<file path="config.mk">
export PLATFORM = sky130hd
export DESIGN_NAME = iir_df1_biquad_axis
export DESIGN_NICKNAME = d
export VERILOG_FILES = /design/src/rtl/iir_df1_biquad_axis.sv
export SDC_FILE = /design/constraint.sdc
export NUM_CORES = 2
export LEC_CHECK = 0
export ABC_CLOCK_PERIOD_IN_PS = 7900
export CELL_PAD_IN_SITES_DETAIL_PLACEMENT = 0
export CELL_PAD_IN_SITES_GLOBAL_PLACEMENT = 2
export CORE_MARGIN = 2
export CORE_UTILIZATION = 30
export DETAILED_ROUTE_END_ITERATION = 8
export PLACE_DENSITY = 0.68
export SLEW_MARGIN = 15
export SYNTH_ARGS = -nofsm -noshare
export SYNTH_HDL_FRONTEND = slang
export SYNTH_SLANG_ARGS = --single-unit
</file>
<file path="constraint.sdc">
create_clock -name clk -period 7.9 [get_ports clk]
set_input_delay 1.975 -clock clk [delete_from_list [all_inputs] [get_ports clk]]
set_output_delay 1.975 -clock clk [all_outputs]
set_load 0.01 [all_outputs]
</file>
<file path="src/rtl/iir_df1_biquad_axis.sv">
// Direct Form 1 biquad, Q2.14 coefficients, one result per accepted sample, 3-clock latency.
// Build option: define IIR_BIQUAD_ROUND_EN for round-half-up instead of floor before the >>>14.
module iir_df1_biquad_axis #(
  parameter logic signed [15:0] a1_int_coeff = -16'sd31880,
  parameter logic signed [15:0] a2_int_coeff =  16'sd15531,
  parameter logic signed [15:0] bo_int_coeff =  16'sd167,
  parameter logic signed [15:0] b1_int_coeff = -16'sd302,
  parameter logic signed [15:0] b2_int_coeff =  16'sd167
) (
  input  logic        clk,
  input  logic        rst_n,
  input  logic        s_axis_tvalid,
  input  logic [15:0] s_axis_tdata,
  output logic        m_axis_tready,
  output logic [15:0] m_axis_tdata,
  output logic        m_axis_tvalid
);

  localparam int STAGES = 3;
  localparam int FRAC   = 14;

`ifdef IIR_BIQUAD_ROUND_EN
  localparam logic signed [34:0] RND_BIAS = 35'sd8192;
`else
  localparam logic signed [34:0] RND_BIAS = 35'sd0;
`endif

  // vld_pipe[0]: sample captured, [1]: products, [2]: accumulator, [3]: output pulse
  logic [STAGES:0]     vld_pipe;
  logic signed [15:0]  x_n, x1, x2, y1, y2;
  logic signed [31:0]  prod [5];
  logic signed [34:0]  acc;
  logic signed [34:0]  acc_sh;
  logic signed [15:0]  y_sat;
  logic                accept;

  function automatic logic signed [31:0] mul16(input logic signed [15:0] a,
                                               input logic signed [15:0] b);
    return 32'(a) * 32'(b);
  endfunction

  assign accept        = s_axis_tvalid & m_axis_tready;
  assign m_axis_tvalid = vld_pipe[STAGES];

  always_comb begin
    acc_sh = acc >>> FRAC;
    if (acc_sh > 35'sd32767)
      y_sat = 16'sh7fff;
    else if (acc_sh < -35'sd32768)
      y_sat = 16'sh8000;
    else
      y_sat = acc_sh[15:0];
  end

  always_ff @(posedge clk) begin
    if (!rst_n) begin
      vld_pipe      <= '0;
      m_axis_tready <= 1'b0;
      m_axis_tdata  <= '0;
      x_n           <= '0;
      x1            <= '0;
      x2            <= '0;
      y1            <= '0;
      y2            <= '0;
      acc           <= '0;
      for (int i = 0; i < 5; i++) prod[i] <= '0;
    end else begin
      vld_pipe <= {vld_pipe[STAGES-1:0], accept};

      // ready drops on accept and returns on the edge that publishes the result
      if (accept)
        m_axis_tready <= 1'b0;
      else if (vld_pipe[1:0] == '0)
        m_axis_tready <= 1'b1;

      if (accept)
        x_n <= $signed(s_axis_tdata);

      if (vld_pipe[0]) begin
        prod[0] <= mul16(bo_int_coeff, x_n);
        prod[1] <= mul16(b1_int_coeff, x1);
        prod[2] <= mul16(b2_int_coeff, x2);
        prod[3] <= mul16(a1_int_coeff, y1);
        prod[4] <= mul16(a2_int_coeff, y2);
      end

      if (vld_pipe[1])
        acc <= 35'(prod[0]) + 35'(prod[1]) + 35'(prod[2])
             - 35'(prod[3]) - 35'(prod[4]) + RND_BIAS;

      // history stays frozen until here, so stage 1 always sees x[n-1], y[n-1]
      if (vld_pipe[2]) begin
        m_axis_tdata <= y_sat;
        x2           <= x1;
        x1           <= x_n;
        y2           <= y1;
        y1           <= y_sat;
      end
    end
  end

endmodule

</file>
==> flow_summary.ini <==
[placement]
place_hpwl_mm = 61.1
io_buffers = 36
dp_slack_ns = 1.14
place_area_um2 = 30800
dp.cells = 4003
gp_congestion = 0.869

[layout]
num_antenna_cells = 0
fin_cells = 4062
post-route-util_pct = 33.5
stdcell_area_um2 = 31900
final_nets = 3675
area_growth_pct = 10.2
drive_above_1_share_pct = 3.18

[sta]
setup_tns_ns = 0
tightest_slew_ns = 1.20
hold_viol = 0
fin_crit_sh_pct = 84.7
period_needed_ns = 6.69
rsz0062_at_grt = false
setup_viol = 0
worst_slack_ns = 1.21
clock.fmax_mhz = 149
final_max_slew_viol_count = 0
holdWs_ns = 0.480
finClkSkew_ns = 0.0136
maxSlewHeadroom_pct = 19.8

[setup_path]
critPathLaunchType = flip-flop
rr_worst_depth = 19
endpoint = prod[0][150]
endpoint_kind = flip-flop
criticalPathCategory = reg -> reg
reg2reg_from = y2[0]
cp-startpoint = y2[0]
crit_arrival_ns = 7.06
crit_path_max_fanout = 9
regToRegSetupSlack_ns = 1.21
critPathRequiredTime_ns = 8.27
reg2reg_to = prod[0][150]

[outcome]
status = finished, final reports clean

[routing]
drt_pre_antenna_iters = 5
routed_wl_mm = 73.7
antenna_left = 0
wl_per_cell_um = 18.1
drcViolationCount = 0
drt_iter0_markers = 842
routed-via-count = 18838
vias_per_cell = 4.64

[floorplan]
rows = 113
io_pins = 37
core_area_um2 = 95300
dieArea_um2 = 99000
floorplan.initialDensity_pct = 30.4
die_h_um = 315
die_w_um = 315

[synthesis]
postSynth.asyncResetShare_pct = 0
yosys-top-cells-area = fa_1, ha_1, edfxtp_1
ys_seq_elements = 241
synth_edf_count = 135
synth_fp_nets = 3639
synth_cells = 2736
ys_types = 67
synth_area_um2 = 28900
synth_top_area_share_pct = 27.2
avgSynthCellArea_um2 = 10.6
synth_most_common_cell = inv_1
synth_ff_type = edfxtp_1
ys_seq_area_share_pct = 21.3
synth_top_area_cell = fa_1
synthTopCellsByCount = inv_1, ha_1, fa_1, nor2_1, edfxtp_1
yosysWarnings = 0

[clocking]
cts.sinks = 241
cts_hold_buffers = 0
clk_pin_slew_worst_paths_ns = 0.07
cts_resized = 0
clk_latency_ns = 0.61
cts_buffers = 31
cts_tree = done
cts_buffer_depth = 3
cts_root_buf = clkbuf_16
post-cts-setup-buffers = 0
htree_levels = 1

[job]
maxCapViolations = 0

[power_and_ir_drop]
p_per_area_nw_per_um2 = 139
report.power.total_mw = 4.43
p_leak_nw = 16.2
peakVddDrop_mv = 0.178

[global_route]
grt_max_degree = 82
grt_pass1_wl_mm = 118
overflow = 0
grtUsageTotal_pct = 15.4
antenna_found_initial = 6
grt_pass1_vias = 20413

[worst_hold_path]
min_path_type = reg -> reg
hold_path_depth = 2
[critical path, cell delays in order, from the launching register on]
cell and delay [ns]:
dfxtp_1 0.78, ha_1 0.32, xor2_1 0.58, ha_1 0.39
fa_1 0.54, fa_1 0.53, fa_1 0.54, inv_1 0.05
fa_1 0.53, inv_1 0.04, ha_1 0.33, o21a_1 0.13
o21ai_0 0.16, a21oi_1 0.12, and2_1 0.19, o221ai_1 0.31
a21oi_1 0.20, o21a_1 0.21, o21ai_0 0.14, nor3b_1 0.36
[cell type report]
| class | count | area (µm²) |
|---|---|---|
| flip-flops and latches | 241 | 6180 |
| well taps | 1265 | 1580 |
| multi-input cells | 1911 | 20600 |
| inverters | 538 | 2020 |
| clock inverters | 19 | 226 |
| repair buffers | 49 | 475 |
| clock buffers | 39 | 831 |
| fillers | 9810 | 63400 |
[cell usage in the layout, fill, tap and decap left out, types with 14 or more instances in the layout]
master	n
and2_1	14
a21oi_1	99
clkbuf_16	32
fa_1	394
nand3_1	26
inv_1	538
a21o_1	58
clkdlybuf4s50_1	35
a31oi_1	15
o21bai_1	19
nor2b_1	73
nand2_1	67
mux2i_1	65
dfxtp_1	104
ha_1	490
o21ai_0	71
edfxtp_1	135
a22o_1	20
xnor2_1	62
and3_1	35
xor2_1	62
nand2b_1	17
nor2_1	154
o21a_1	19
nor3_1	18
[worst min-delay path by stage]
stage	start	slack, ns	to
final	acc[31]	0.48	acc[31]
after global routing	acc[31]	0.50	acc[31]
after CTS	acc[31]	0.48	acc[31]
after detailed placement	acc[31]	0.47	acc[31]
after global placement	acc[20]	0.46	acc[20]
after floorplan	acc[20]	0.43	acc[20]
[report_power, final]
part	switching [mW]	leakage [nW]	internal, mW
combinational	0.856	13.4	0.628
sequential	0.0579	2.27	1.38
clock	0.625	0.524	0.882
[layer usage]
layer  up-vias  routed length [µm]  GRT usage, %
met5         -                  12             0
met2       159               35700          26.2
met4         2                1410          3.14
met3        62                1890          1.59
met1      9514               34700          21.3
li1       9101                   -             -
[kinds of logic (layout without fill, tap and decap cells)]
kind of cell,Yosys count,after routing,synth area share [%]
flip-flops,241,241,21.3
multiplexers,65,65,2.25
AND/OR/NAND/NOR,451,451,7.73
buffers and inverters,584,645,7.57
XOR/XNOR,124,124,3.75
AO/OA/AOI/OAI,387,387,8.93
adder cells (fa/ha/maj),884,884,48.4
[sequential cells by signal (all words and copies together) (netlist names)]
register and flops:
m_axis_tready 1, x2 16, prod 135, vld_pipe 4
m_axis_tdata 16, acc 21, x1 16, x_n 16
y2 16
No activity file was read; power rests on OpenSTA's default activity.
